<file path="config.mk">
export PLATFORM = sky130hd
export DESIGN_NAME = ram_read_streamer
export DESIGN_NICKNAME = d
export VERILOG_FILES = /design/src/rtl/ram_stream_pkg.sv /design/src/rtl/stream_fifo.sv /design/src/rtl/ram_read_streamer.sv
export SDC_FILE = /design/constraint.sdc
export NUM_CORES = 1
export LEC_CHECK = 0
export ABC_AREA = 0
export BUFFER_PORTS_ARGS = -buffer_cell sky130_fd_sc_hd__buf_4
export CAP_MARGIN = 20
export CORE_MARGIN = 1
export CORE_UTILIZATION = 63
export CTS_BUF_LIST = sky130_fd_sc_hd__clkbuf_2
export DETAILED_ROUTE_END_ITERATION = 8
export HOLD_SLACK_MARGIN = 0.08
export PLACE_DENSITY = 0.95
export SLEW_MARGIN = 0
export SYNTH_ARGS = -nofsm -noshare
export SYNTH_HDL_FRONTEND = slang
export SYNTH_SLANG_ARGS = --single-unit
</file>
<file path="constraint.sdc">
create_clock -name clk -period 3.8 [get_ports clk]
set_input_delay 0.38 -clock clk [delete_from_list [all_inputs] [get_ports clk]]
set_output_delay 0.38 -clock clk [all_outputs]
set_load 0.02 [all_outputs]
</file>
<file path="src/rtl/ram_stream_pkg.sv">
// Shared types and helpers for the RAM read streamer and its output FIFO.
package ram_stream_pkg;

  typedef enum logic [1:0] {
    IDLE  = 2'd0,
    RUN   = 2'd1,
    DRAIN = 2'd2
  } state_t;

  localparam int AW_DEF = 11;
  localparam int MW_DEF = 8;
  localparam int DW_DEF = 8;

  function automatic int clog2(input int v);
    int r;
    r = 0;
    for (int i = 0; i < 31; i++)
      if ((1 << i) < v) r = i + 1;
    return r;
  endfunction

endpackage

</file>
<file path="src/rtl/stream_fifo.sv">
// Small synchronous FIFO; dout is the head entry, storage clears on reset so
// dout reads zero while empty after reset.
module stream_fifo
  import ram_stream_pkg::*;
#(
  parameter int WIDTH = 64,
  parameter int DEPTH = 4
) (
  input  logic                     clk,
  input  logic                     resetn,
  input  logic                     push,
  input  logic [WIDTH-1:0]         din,
  input  logic                     pop,
  output logic [WIDTH-1:0]         dout,
  output logic                     valid,
  output logic [clog2(DEPTH):0]    count
);

  localparam int PW = clog2(DEPTH);
  localparam logic [PW:0] FULL = (PW+1)'(DEPTH);

  logic [WIDTH-1:0] r_mem [DEPTH];
  logic [PW-1:0]    r_wptr;
  logic [PW-1:0]    r_rptr;
  logic [PW:0]      r_count;
  logic             w_pop;
  logic             w_push;

  assign w_pop  = pop && (r_count != '0);
  // a push into a full FIFO is only legal when the head leaves on the same edge
  assign w_push = push && ((r_count != FULL) || w_pop);

  always_ff @(posedge clk or negedge resetn) begin
    if (!resetn) begin
      for (int i = 0; i < DEPTH; i++) r_mem[i] <= '0;
      r_wptr  <= '0;
      r_rptr  <= '0;
      r_count <= '0;
    end else begin
      if (w_push) begin
        r_mem[r_wptr] <= din;
        r_wptr        <= r_wptr + 1'b1;
      end
      if (w_pop) r_rptr <= r_rptr + 1'b1;
      case ({w_push, w_pop})
        2'b10:   r_count <= r_count + 1'b1;
        2'b01:   r_count <= r_count - 1'b1;
        default: r_count <= r_count;
      endcase
    end
  end

  assign dout  = r_mem[r_rptr];
  assign valid = (r_count != '0);
  assign count = r_count;

  a_no_overflow: assert property (@(posedge clk) disable iff (!resetn)
    !(push && (r_count == FULL) && !pop));

endmodule

</file>
<file path="src/rtl/ram_read_streamer.sv">
// Walks a strided address range on a 1-cycle-latency RAM port and streams the
// returned words out through a credit-checked FIFO.
module ram_read_streamer
  import ram_stream_pkg::*;
#(
  parameter int AW         = AW_DEF,
  parameter int MW         = MW_DEF,
  parameter int DW         = DW_DEF,
  parameter int FIFO_DEPTH = 4
) (
  input  logic              clk,
  input  logic              resetn,
  input  logic              start,
  input  logic [AW-1:0]     start_addr,
  input  logic [AW-1:0]     stride,
  input  logic [AW:0]       count,
  output logic              busy,
  output logic              done,
  output logic [AW-1:0]     ram_addr,
  output logic [MW-1:0]     ram_we,
  output logic [MW*DW-1:0]  ram_d,
  input  logic [MW*DW-1:0]  ram_q,
  output logic [MW*DW-1:0]  out_data,
  output logic              out_valid,
  input  logic              out_ready
);

  localparam int          CW      = clog2(FIFO_DEPTH) + 1;
  localparam logic [CW:0] DEPTH_L = (CW+1)'(FIFO_DEPTH);
  localparam logic [AW:0] REM_ONE = (AW+1)'(1);
  localparam logic [CW-1:0] CNT_ONE = CW'(1);

  state_t          r_state;
  state_t          w_state_nxt;
  logic [AW-1:0]   r_addr;
  logic [AW-1:0]   r_stride;
  logic [AW:0]     r_remaining;
  logic            r_rd_pending;
  logic            r_done;
  logic            w_done_nxt;
  logic [CW-1:0]   w_fifo_count;
  logic [CW:0]     w_credit;
  logic            w_issue;
  logic            w_pop;
  logic            w_load;

  // in-flight read counts against FIFO space so the push can never overflow
  assign w_credit = {1'b0, w_fifo_count} + {{CW{1'b0}}, r_rd_pending};
  assign w_issue  = (r_state == RUN) && (w_credit < DEPTH_L);
  assign w_pop    = out_valid && out_ready;
  assign w_load   = (r_state == IDLE) && start && (count != '0);

  always_ff @(posedge clk or negedge resetn) begin
    if (!resetn) r_state <= IDLE;
    else         r_state <= w_state_nxt;
  end

  always_comb begin
    w_state_nxt = r_state;
    w_done_nxt  = 1'b0;
    case (r_state)
      IDLE: begin
        if (start) begin
          if (count != '0) w_state_nxt = RUN;
          else             w_done_nxt  = 1'b1;
        end
      end
      RUN: begin
        if (w_issue && (r_remaining == REM_ONE)) w_state_nxt = DRAIN;
      end
      DRAIN: begin
        if (!r_rd_pending && (w_fifo_count == CNT_ONE) && w_pop) begin
          w_state_nxt = IDLE;
          w_done_nxt  = 1'b1;
        end
      end
      default: w_state_nxt = IDLE;
    endcase
  end

  always_comb begin
    busy     = (r_state != IDLE);
    done     = r_done;
    ram_addr = r_addr;
    ram_we   = '0;
    ram_d    = '0;
  end

  always_ff @(posedge clk or negedge resetn) begin
    if (!resetn) begin
      r_addr       <= '0;
      r_stride     <= '0;
      r_remaining  <= '0;
      r_rd_pending <= 1'b0;
      r_done       <= 1'b0;
    end else begin
      r_done       <= w_done_nxt;
      r_rd_pending <= w_issue;
      if (w_load) begin
        r_addr      <= start_addr;
        r_stride    <= stride;
        r_remaining <= count;
      end else if (w_issue) begin
        r_addr      <= r_addr + r_stride;
        r_remaining <= r_remaining - REM_ONE;
      end
    end
  end

  stream_fifo #(
    .WIDTH (MW*DW),
    .DEPTH (FIFO_DEPTH)
  ) u_fifo (
    .clk    (clk),
    .resetn (resetn),
    .push   (r_rd_pending),
    .din    (ram_q),
    .pop    (w_pop),
    .dout   (out_data),
    .valid  (out_valid),
    .count  (w_fifo_count)
  );

endmodule

</file>
==> metrics <==
layout cells sized above 1 0.476; GP Congestion 0.827; most common cell after layout, fill and taps aside dfrtp_1; most frequent cells in the layout dfrtp_1 (299), mux2_2 (256), buf_4 (183); Worst-Skew Late Latency 0.84 ns; top sig layer met4; htree depth 3; Worst EP required 3.42 ns; Resized cells post-CTS 0; Startpoint Class flop; worst-margin pin slew around 0.75 ns; worst reg-to-reg setup slack 1.25 ns; Final Skew ~0.050 ns; Core Box Area 21,900 um2; worst hold path type in2async; CP Class reg2out; Gate Count Post-Synth 973; Max FO, Critical Path 33; Tot GR Track Use 0.315; period utilization 0.843; max-cap violation count 0; peak supply drop between 0.5 and 0.6 mV; unique cell type count in the Yosys netlist 51; Final nets ~1,400; endpoints failing hold 0; leakage power 7.93 nW; M1 WL about 13,000 um; metal3 WL 2440 um; Place WS 1.13 ns; top cell type's share of synthesized area 0.535; number of global-route vias before repair a little over 10,000; Routed met2 length approximately 19,000 um; FF+latch count, synth between 300 and 400; final setup margin 0.596 ns; number of setup buffers added after CTS 0; antenna viol nets, final 0; first-pass GRT wire length between 50,000 and 60,000 um; initial core utilization 0.643; asr flop ratio synth 1.00; Avg WL per Cell 21.5 um; Max Fclk 312 MHz; Die Area 23,000 um2; Pins Over Slew Limit 0; total routed wirelength ~35,000 um; outcome complete, no violations; cell taking the most area after synthesis dfrtp_1; DR pass1 iterations 8; maximum buffer depth of the clock tree 3; final-report setup violation count 0; Worst EP arrival about 2.8 ns; crit path time final 3.20 ns; DR iter-0 viols 490; Clock Sinks between 300 and 400; total negative slack 0 ns; cts bufs inserted 76; number of synthesized flops with an enable pin 0; CTS tree yes; initial antenna violation count 3; total power 0.0163 W; Power Dens Cells approximately 950 nW/um2; Area growth, synth to finish 22.4%; Synth Warn # 0; Die X 152 um; ranking of synthesized cells by area dfrtp_1 (53%), mux2_2 (20%), mux4_2 (10%), buf_4 (3.8%), ha_1 (1.9%); Clk pin slew, worst setup/hold paths 0.10 ns; final hold slack 0.201 ns; critical path capture point type output pin; Post-synth top flop dfrtp_1; Residual DRC 0; HPWL Detailed 19,700 um; Site Rows 54; sequential cell area fraction in the yosys report 0.535; aggregate global routing overflow 0; total I/O pin count 252; die span in y approximately 150 um; synthesized area per cell 14.5 um2; largest net degree at the start of global routing 99; vias per inst a little under 6; RSZ-0062 raised after global routing false; port buffer count approximately 180; Worst slew margin 0.497; Mapped Area 14,100 um2; Root Buffer clkbuf_2; Vias ~9,500
## synthesized netlist by cell type (all sizes together) (7+ instances only)
library cell and count:
clkbuf 22, o211ai 7, buf 98, inv 13
mux4 64, mux2 256, a21oi 9, nand2 57
dfrtp 301, o21ai 13, nor2 20, ha 21
## worst paths after layout
| kind | start | cells after the start | endpoint |
|---|---|---|---|
| worst max register to register | u_fifo.count[1] | 7 | u_fifo.r_mem[192] |
| worst max-delay path | u_fifo.r_rptr[0] | 3 | out_data[28] |
| min in group clk | stride[4] | 4 | r_stride[4] |
| worst min register to register | r_stride[9] | 2 | r_stride[9] |
| worst min-delay path | resetn | 2 | u_fifo.r_mem[139] |
| max in group asynchronous | resetn | 3 | u_fifo.r_mem[128] |
## area by class of cell
class | count | area (um2)
Clock inverter | 24 | 96.3
Timing Repair Buffer | 296 | 2620
Inverter | 13 | 48.8
Sequential cell | 301 | 7540
Tap cell | 280 | 350
Multi-Input combinational cell | 610 | 6030
Antenna cell | 3 | 7.51
Fill cell | 1173 | 4660
Clock buffer | 108 | 541
## where the power goes
part / switching [W] / internal [W]
Sequential: 0.00116 / 0.00485
Clock: 0.00129 / 0.000763
Combinational: 0.00388 / 0.00434
Total: 0.00634 / 0.00995
## routing by layer
metal	global-route usage	vias up
met4	0.150	0
met1	0.356	4865
met2	0.558	434
li1	-	4122
met5	0	-
met3	0.0799	104
## state kept, by name (all words and copies together), names as in the netlist
signal,flops
r_stride,11
u_fifo.count,3
r_remaining,12
u_fifo.r_mem,256
u_fifo.r_rptr,2
r_state,2
ram_addr,11
u_fifo.r_wptr,2
r_rd_pending,1
done,1
## critical path, cell delays in order (launching register included)
cell     delay (ns)
dfrtp_4        0.91
buf_4          0.36
mux4_2         0.55
buf_4          0.18
## logic make-up (layout without fill, tap and decap cells)
group                      after synthesis  after routing  synth area share
buffers and inverters                  133            441            0.0564
AOI/OAI and AO/OA                       67             67            0.0340
muxes                                  322            322             0.308
xor gates and xnor gates                11             11           0.00684
other                                    1             75          0.000266
adders and majority gates               22             22            0.0201
DFF                                    301            301             0.535
and+or+nand+nor                        116            116            0.0391
## per-stage QoR
stage,util,instances,cell area [um2]
5_1_grt,0.787,1635,17200
4_1_cts,0.785,1630,17200
3_5_place_dp,0.710,1397,15500
3_3_place_gp,0.710,1397,15500
6_report,0.787,1635,17200
2_1_floorplan,-,1044,14400
## timing repair
action	in CTS	in global routing
hold buffers	101	1
endpoints found under the setup margin	0	0
hold endpoints to repair	396	1
Note: power is estimated with default switching activity, not from simulation.
